## src/rtl/svf_tdm.sv

```systemverilog
//------------------------------------------------------------------------------
// svf_tdm : time-multiplexed Chamberlin state-variable filter, NUM_CH voices
//           sharing one saturating HP -> BP -> LP datapath.
// Revision : 1.0
//------------------------------------------------------------------------------
`default_nettype none

module svf_tdm #(
    parameter int DATA_W = 8,
    parameter int FRAC_W = 4,
    parameter int NUM_CH = 3,
    parameter int FC_W   = 6,
    parameter int Q_W    = 2,
    localparam int CH_W  = (NUM_CH > 1) ? $clog2(NUM_CH) : 1
) (
    input  logic              clk,
    input  logic              rst_n,
    input  logic              in_valid,
    output logic              in_ready,
    input  logic [CH_W-1:0]   in_ch,
    input  logic [DATA_W-1:0] in_sample,
    input  logic [FC_W-1:0]   in_fc,
    input  logic [Q_W-1:0]    in_q,
    input  logic [1:0]        in_mode,
    output logic              out_valid,
    output logic [CH_W-1:0]   out_ch,
    output logic [DATA_W-1:0] out_data
);

    localparam int IW  = DATA_W + FRAC_W;
    // Two guard bits cover xs - lp - qmul(bp) before clamping.
    localparam int EW  = IW + 2;
    localparam int FSH = FC_W + 3;

    localparam logic signed [IW-1:0] SAT_MAX = {1'b0, {(IW-1){1'b1}}};
    localparam logic signed [IW-1:0] SAT_MIN = {1'b1, {(IW-1){1'b0}}};

    typedef enum logic [1:0] {
        IDLE = 2'd0,
        S_HP = 2'd1,
        S_BP = 2'd2,
        S_LP = 2'd3
    } state_t;

    function automatic logic signed [IW-1:0] sat(input logic signed [EW-1:0] v);
        if (v[EW-1:IW-1] == {(EW-IW+1){v[EW-1]}}) return v[IW-1:0];
        return v[EW-1] ? SAT_MIN : SAT_MAX;
    endfunction

    function automatic logic signed [EW-1:0] ext(input logic signed [IW-1:0] v);
        return EW'(v);
    endfunction

    function automatic logic signed [EW-1:0] fmul(input logic signed [IW-1:0] v,
                                                  input logic [FC_W-1:0]   f);
        logic signed [IW+FC_W:0] p;
        p = v * $signed({1'b0, f});
        return EW'(p >>> FSH);
    endfunction

    function automatic logic signed [EW-1:0] qmul(input logic signed [IW-1:0] v,
                                                  input logic [Q_W-1:0]    d);
        logic signed [IW+Q_W:0] p;
        p = v * $signed({1'b0, d});
        return EW'(p >>> Q_W);
    endfunction

    state_t state_q, state_d;

    logic [CH_W-1:0]       ch_q;
    logic [DATA_W-1:0]     sample_q;
    logic [FC_W-1:0]       fc_q;
    logic [Q_W-1:0]        q_q;
    logic [1:0]            mode_q;
    logic signed [IW-1:0]  hp_q;
    logic signed [IW-1:0]  bpn_q;
    logic signed [IW-1:0]  bp_q [NUM_CH];
    logic signed [IW-1:0]  lp_q [NUM_CH];
    logic                  out_valid_q;
    logic [CH_W-1:0]       out_ch_q;
    logic [DATA_W-1:0]     out_data_q;

    logic                  ch_ok;
    logic signed [IW-1:0]  bp_cur, lp_cur;
    logic signed [EW-1:0]  xs;
    logic signed [IW-1:0]  hp_d, bpn_d, lpn_d, notch, sel;
    logic [DATA_W-1:0]     res_d;

    always_comb begin
        state_d = state_q;
        unique case (state_q)
            IDLE:    if (in_valid) state_d = S_HP;
            S_HP:    state_d = S_BP;
            S_BP:    state_d = S_LP;
            S_LP:    state_d = IDLE;
            default: state_d = IDLE;
        endcase
    end

    // Out-of-range channels run on a zero state and produce a zero result.
    always_comb begin
        ch_ok  = ({1'b0, ch_q} < (CH_W+1)'(NUM_CH));
        bp_cur = '0;
        lp_cur = '0;
        if (ch_ok) begin
            bp_cur = bp_q[ch_q];
            lp_cur = lp_q[ch_q];
        end
        xs    = {{(EW-IW){sample_q[DATA_W-1]}}, sample_q, {FRAC_W{1'b0}}};
        hp_d  = sat(xs - ext(lp_cur) - qmul(bp_cur, q_q));
        bpn_d = sat(ext(bp_cur) + fmul(hp_q, fc_q));
        lpn_d = sat(ext(lp_cur) + fmul(bpn_q, fc_q));
        notch = sat(ext(hp_q) + ext(lpn_d));
        case (mode_q)
            2'd0:    sel = lpn_d;
            2'd1:    sel = bpn_q;
            2'd2:    sel = hp_q;
            default: sel = notch;
        endcase
        res_d = ch_ok ? DATA_W'(sel >>> FRAC_W) : '0;
    end

    always_ff @(posedge clk or negedge rst_n) begin
        if (!rst_n) begin
            state_q <= IDLE;
        end else begin
            state_q <= state_d;
        end
    end

    always_ff @(posedge clk or negedge rst_n) begin
        if (!rst_n) begin
            ch_q        <= '0;
            sample_q    <= '0;
            fc_q        <= '0;
            q_q         <= '0;
            mode_q      <= '0;
            hp_q        <= '0;
            bpn_q       <= '0;
            out_valid_q <= 1'b0;
            out_ch_q    <= '0;
            out_data_q  <= '0;
            for (int i = 0; i < NUM_CH; i++) begin
                bp_q[i] <= '0;
                lp_q[i] <= '0;
            end
        end else begin
            out_valid_q <= 1'b0;
            case (state_q)
                IDLE: begin
                    if (in_valid) begin
                        ch_q     <= in_ch;
                        sample_q <= in_sample;
                        fc_q     <= in_fc;
                        q_q      <= in_q;
                        mode_q   <= in_mode;
                    end
                end
                S_HP: hp_q  <= hp_d;
                S_BP: bpn_q <= bpn_d;
                S_LP: begin
                    if (ch_ok) begin
                        bp_q[ch_q] <= bpn_q;
                        lp_q[ch_q] <= lpn_d;
                    end
                    out_data_q  <= res_d;
                    out_ch_q    <= ch_q;
                    out_valid_q <= 1'b1;
                end
                default: ;
            endcase
        end
    end

    assign in_ready  = (state_q == IDLE);
    assign out_valid = out_valid_q;
    assign out_ch    = out_ch_q;
    assign out_data  = out_data_q;

endmodule

`default_nettype wire

```

## config.mk

```make
export PLATFORM = sky130hd
export DESIGN_NAME = svf_tdm
export DESIGN_NICKNAME = d
export VERILOG_FILES = /design/src/rtl/svf_tdm.sv
export SDC_FILE = /design/constraint.sdc
export NUM_CORES = 1
export LEC_CHECK = 0
export CAP_MARGIN = 20
export CORE_ASPECT_RATIO = 1.1
export CORE_MARGIN = 4
export CORE_UTILIZATION = 60
export DETAILED_ROUTE_END_ITERATION = 8
export PLACE_DENSITY = 0.78
export SLEW_MARGIN = 40
export SYNTH_ARGS = -nofsm -noshare
export SYNTH_HDL_FRONTEND = slang
export SYNTH_SLANG_ARGS = --single-unit
```

## constraint.sdc

```tcl
create_clock -name clk -period 19.4 [get_ports clk]
set_clock_uncertainty 0.2 [all_clocks]
set_input_delay 2.91 -clock clk [delete_from_list [all_inputs] [get_ports clk]]
set_output_delay 2.91 -clock clk [all_outputs]
set_load 0.005 [all_outputs]
```

# ---- Word level (Yosys, flattened, before mapping)
# Index checks and enable logic that the tools add are counted.
dict set report totals {
  elab_cells 77
  output_inout_bits 12
  in_bits 23
  ff_bits 129
}
dict set report classes {
  n_reduce_logical 5
  muxes 33
  addsub 5
  multipliers 3
  magnitude_cmp 3
  bitwise_logic 1
  n_eq_ne 10
}
# cell count
set ops {}
lappend ops {{$mux 12} 19}
lappend ops {{$bwmux 36} 2}
lappend ops {{$bmux 12 s2} 2}
lappend ops {{$mul 12x7->19} 2}
lappend ops {{$pmux 12 s3} 1}
lappend ops {{$add 12x10->13} 2}
lappend ops {{$demux 12 s2} 1}
lappend ops {{$mul 12x3->15} 1}
lappend ops {{$sub 13x13->14} 1}
lappend ops {{$add 12x12->13} 1}
lappend ops {{$sub 12x12->13} 1}
lappend ops {{$eq 2x2->1} 4}
lappend ops {{$mux 8} 1}
lappend ops {{$pmux 2 s4} 1}
lappend ops {{$eq 2x2->1 const B} 3}
lappend ops {{$mux 1} 5}
lappend ops {{$eq 2x1->1 const B} 2}
lappend ops {{$logic_not 2->1} 2}
lappend ops {{$reduce_and 2->1} 2}
lappend ops {{$ge 3x3->1 const B} 1}
lappend ops {{$lt 3x1->1 const B} 1}
lappend ops {{$not 2->3} 1}
lappend ops {{$lt 2x2->1 const B} 1}
lappend ops {{$mux 2} 1}
lappend ops {{2 further kinds} 2}

# ---- Logic depth before layout (Yosys ltp)
dict set report logic_depth {
  depth_word 15
  depth_mapped 46
  ltp_nobuf 43
}

# ---- Worst setup path after synthesis
# Ideal clock, no wire load.
dict set report synth_path {
  path_type {register to register}
  start {register fc_q[1]}
  end {register out_data_q[4], in the netlist out_data[4]}
  arrival_time_ns 9.252
  required_ns 19.119
  path_slack_ns 9.867
  period_less_slack_ns 9.533
  setup_time_ns 0.081
  path_stages_with_launch 44
  path_buffers 3
  cell_sequence {dfrtp_1 clkbuf_1 and2_1 fa_1 fa_1 fa_1 inv_1 fa_1 inv_1 ha_1 a21o_1 a21oi_1 a2bb2oi_1 nand2_1 o21a_1 o21ai_0 a21boi_0 o21a_1 [8 not listed] o31ai_2 ha_1 clkbuf_1 inv_1 nor2_1 buf_2 nor2_1 inv_1 ha_1 nand3_1 or3_1 nor2b_1 o31ai_2 a211o_1 a211o_1 o211ai_2 o21ba_1 o22ai_2}
}
dict set report synth_via {
  elab_chain_len 11
  elab_cells_between_ends 15
  cone_classes {2 x add/sub; 1 x mul; 2 x eq/ne; 10 x mux}
}
# element line_no
set synth_lines {}
lappend synth_lines {{start, declared} 72} ;# logic [FC_W-1:0] fc_q;
lappend synth_lines {{start signal, assigned} 154} ;# fc_q <= in_fc;
lappend synth_lines {{$mul 12x7->19 *} 57} ;# p = v * $signed({1'b0, f});
lappend synth_lines {{$add 12x10->13 *} 112} ;# lpn_d = sat(ext(lp_cur) + fmul(bpn_q, fc_q));
lappend synth_lines {{$eq 2x2->1} 46} ;# if (v[EW-1:IW-1] == {(EW-IW+1){v[EW-1]}}) return v[IW-1:0];
lappend synth_lines {{$mux 1} 46}
lappend synth_lines {{$mux 12 *} 47} ;# return v[EW-1] ? SAT_MIN : SAT_MAX;
lappend synth_lines {{via lpn_d[4]} 86} ;# logic signed [IW-1:0] hp_d, bpn_d, lpn_d, notch, sel;
lappend synth_lines {{$add 12x12->13 *} 113} ;# notch = sat(ext(hp_q) + ext(lpn_d));
lappend synth_lines {{$eq 2x2->1} 46}
lappend synth_lines {{$mux 1} 46}
lappend synth_lines {{$mux 12 *} 47}
lappend synth_lines {{$pmux 12 s3 *} 114} ;# case (mode_q)
lappend synth_lines {{$mux 8 *} 120} ;# res_d = ch_ok ? DATA_W'(sel >>> FRAC_W) : '0;
lappend synth_lines {{end signal, assigned} 166} ;# out_data_q <= res_d;
lappend synth_lines {{end, declared} 81} ;# logic [DATA_W-1:0] out_data_q;
# Mark *: on every way through the listed nets, which the timed path passes. The rest lies on a longest branch. The select of a mux whose other input is x is not followed.
# A chain may end at the register's enable or synchronous reset.

# ---- Worst setup path in the final report
dict set report layout_path {
  start {register fc_q[2]}
  end {register out_data_q[6], in the netlist out_data[6]}
}
# Same word-level chain as after synthesis.

==> flow_summary_export.csv <==
group,metric,value,unit
outcome,status,"finished clean",
yosys,dominantRegCellSynth,"sky130_fd_sc_hd__dfrtp_1",
clock_tree,ctsRootBufferMaster,"sky130_fd_sc_hd__clkbuf_16",
yosys,synth_xor_xnor_area_share,4.20,%
clock_tree,cts_resized,0,
route,vias_per_cell,5.83,
timing,relSlewSlack,46.9,%
global_route,antenna_found_initial,0,
floorplan,num_io_pins,35,
critical_path,worst_path_max_delay_cell,"sky130_fd_sc_hd__dfrtp_1",
place,dpl-instance-area,14200,µm²
clock_tree,cts_sinks,129,
global_route,grt.overflow.total,0,
timing,final_max_slew_viol_count,0,
yosys,muxShareOfSynthArea,4.61,%
timing,hold_viol,0,
yosys,async_reset_ff_share,100,%
clock_tree,source_to_sink_clock_delay_at_the_later_pin_of_the_worst_skew_pair,440,ps
critical_path,timing.reg2reg.setup_slack,8480,ps
yosys,post_synth_instance_area,13600,µm²
timing,timing.fmax,91.6,MHz
timing,final_min_period_over_clock_period,56.3,%
clock_tree,post-cts-setup-buffers,0,
worst_hold_path,hold_path.class,"register to register",
run,cap_viol_max_count,0,
timing,setup_tns,0,ps
worst_hold_path,hold_path_origin,"bp_q[1]$_DFFE_PN0P_",
timing,timing_worst_slew_pin_value,789,ps
yosys,synth_top_cell_by_area,"sky130_fd_sc_hd__dfrtp_1",
floorplan,die_w,151,µm
route,routed_wire_length_per_instance,18.1,µm
critical_path,reg2reg_from,"fc_q[2]$_DFFE_PN0P_",
yosys,avgSynthCellArea,8.98,µm²
yosys,postSynthCellCount,1511,
timing,finalHoldWorstSlack,279,ps
final_layout,share_of_cells_above_drive_strength_1,5.75,%
critical_path,worst_r2r_path_depth,40,
floorplan,core.rowCount,57,
clock_tree,cts_inserted_buffers,17,
yosys,dominant_combinational_cell_family_by_area_after_synthesis,"adder cells",
place,gp_routability_congestion,0.930,
critical_path,critical_path.top_delay_family,"compound AO/OA/AOI/OAI gates",
route,drcViolationCount,0,
route,totalWireLength,33.1,mm
route,postRouteAntennaNets,0,
yosys,postSynthRegisterBits,129,
critical_path,setup.worst_path.start_class,"register",
yosys,number_of_enable_flip_flop_cells_after_synthesis,0,
yosys,synth_simple_gate_area_share,15.3,%
yosys,synth_cell_type_count,59,
critical_path,critical-path-max-stage-delay,810,ps
global_route,global_route_wire_length_before_repair,54.6,mm
clock_tree,clock_tree.buffer_depth,2,
clock_tree,clkTransAtPathRegs,70,ps
critical_path,crit_cells,40,
yosys,ys.warnings.count,0,
route,via_count,10600,
final_layout,finalNetCount,1806,
timing,grt_setup_unrepaired,"no",
critical_path,critical_path.max_fanout,25,
place,port_buffers,34,
worst_hold_path,hold-path-endpoint,"bp_q[1]$_DFFE_PN0P_",
route,detailedRoute.firstPassIterationCount,5,
global_route,maximum_number_of_pins_on_one_net_before_global_route_repair,71,
clock_tree,hold_fix_buffer_count_after_cts,0,
floorplan,initial_core_util,61.2,%
critical_path,worstReg2RegEnd,"out_data[6]$_DFFE_PN0P_",
floorplan,floorplan.die.height,166,µm
critical_path,setup.worst_path.class,"register to register",
final_layout,areaGrowthSynthToFinish,8.63,%
floorplan,core_region_area,22200,µm²
yosys,mappedNetlistNets,1799,
critical_path,worst-endpoint-required,19490,ps
yosys,synth_compound_area_share,14.0,%
yosys,synth_fa_ha_area_share,30.7,%
critical_path,path_buf_inv,4,
yosys,yosysTopAreaCellShare,23.8,%
route,number_of_violations_reported_at_the_end_of_detailed_routing_iteration_0,747,
floorplan,die-area,25100,µm²
final_layout,antenna_cells_inserted,0,
global_route,groute.usage.overall,27.5,%
critical_path,crit_arrival,11010,ps
place,detailedPlacementHpwl,25.2,mm
clock_tree,h_tree_levels,4,
global_route,via_count_of_the_first_global_routing_pass,10800,
timing,final-setup-viol-count,0,
timing,timing.final.crit_period,10920,ps
worst_hold_path,hold_depth,2,
final_layout,post-route-cell-area,14700,µm²
critical_path,setup.worst_path.end_class,"register",
yosys,yosysSeqAreaShare,23.8,%
clock_tree,tritoncts,"done",
yosys,synth_area_leaders,"sky130_fd_sc_hd__dfrtp_1 (24%), sky130_fd_sc_hd__fa_1 (17%), sky130_fd_sc_hd__ha_1 (14%)",
==> worst max-delay path by stage <==
stage	start	endpoint	slack, ps
6_report	fc_q[2]$_DFFE_PN0P_	out_data[6]$_DFFE_PN0P_	8480
3_5_place_dp	fc_q[2]$_DFFE_PN0P_	out_data[4]$_DFFE_PN0P_	8680
2_1_floorplan	fc_q[1]$_DFFE_PN0P_	out_data[4]$_DFFE_PN0P_	9870
5_1_grt	fc_q[2]$_DFFE_PN0P_	out_data[6]$_DFFE_PN0P_	7600
3_3_place_gp	fc_q[2]$_DFFE_PN0P_	out_data[5]$_DFFE_PN0P_	8960
4_1_cts	fc_q[2]$_DFFE_PN0P_	out_data[6]$_DFFE_PN0P_	8600
==> registers in the layout, indices dropped and copies added, names as in the netlist <==
name and count:
state_q 2, out_valid 1, fc_q 6, sample_q 8, q_q 2, bp_q 36, lp_q 36, out_data 8
hp_q 12, ch_q 2, mode_q 2, out_ch 2, bpn_q 12
==> tightest hold or removal path: cells and delay by family (launching register included) <==
kind             cells  cell delay, ps
flip-flops           1             340
AO/OA/AOI/OAI        1              60
AND/OR/NAND/NOR      1              40
==> per-layer routing <==
| metal | up-vias | GRT usage, % | share of wire [%] |
|---|---|---|---|
| li1 | 5025 | - | - |
| met5 | - | 0 | 0 |
| met4 | 0 | 9.74 | 3.3 |
| met1 | 5192 | 37.1 | 41 |
| met2 | 347 | 45.2 | 49 |
| met3 | 78 | 4.15 | 7.1 |
==> cells by family (layout without fill, tap and decap cells) <==
logic type	after synthesis	in the layout
xor+xnor	65	65
fa+ha+maj	265	265
flops	129	129
buf+inv	267	287
mux	59	59
compound gates	304	304
simple gates	422	422
==> Yosys cell counts, drive strengths merged (4+ instances only) <==
library cell	instances
nand3	14
o22ai	18
o41ai	5
o221ai	6
nor2	74
nand2	148
mux2	28
o21bai	11
dfrtp	129
mux2i	31
nor2b	9
a221o	12
xnor2	49
a31oi	4
buf	8
a211oi	4
nor4	5
a21oi	68
clkbuf	46
inv	213
nand2b	8
or3	5
a21boi	4
o21ai	128
o21a	11
nor3	20
ha	152
fa	113
a21o	13
o31ai	4
xor2	16
and2	126
==> cell usage in the layout, fill, tap and decap left out, drive strengths merged, types with 4 or more instances in the layout <==
cell type / count
a211oi: 4
a21boi: 4
a21o: 13
a21oi: 68
a221o: 12
a31oi: 4
and2: 126
buf: 9
clkbuf: 19
clkdlybuf4s50: 33
clkinv: 5
dfrtp: 129
fa: 113
ha: 152
inv: 217
mux2: 28
mux2i: 31
nand2: 148
nand2b: 8
nand3: 14
nor2: 74
nor2b: 9
nor3: 20
nor4: 5
o21a: 11
o21ai: 128
o21bai: 11
o221ai: 6
o22ai: 18
o31ai: 4
o41ai: 5
or3: 5
xnor2: 49
xor2: 16
==> cell type report <==
cell class	count	area (µm²)
flip-flops and latches	129	3230
well taps	295	369
clock inverters	13	128
fillers	1744	7440
inverters	213	800
repair buffers	42	405
clock buffers	19	453
multi-input cells	1115	9360
==> through the flow <==
| stage | cells | setup WS (ps) | util [%] |
|---|---|---|---|
| after global routing | 1826 | 7600 | 66.5 |
| after CTS | 1826 | 8600 | 66.5 |
| after global placement | 1794 | 8960 | 63.7 |
| final | 1826 | 8480 | 66.5 |
| after detailed placement | 1794 | 8680 | 63.8 |
| after floorplan | 1511 | 9870 | - |
Power is left out: the tool's default activity adds up to more than one toggle a clock period on the data nets, which glitch-free logic cannot reach.
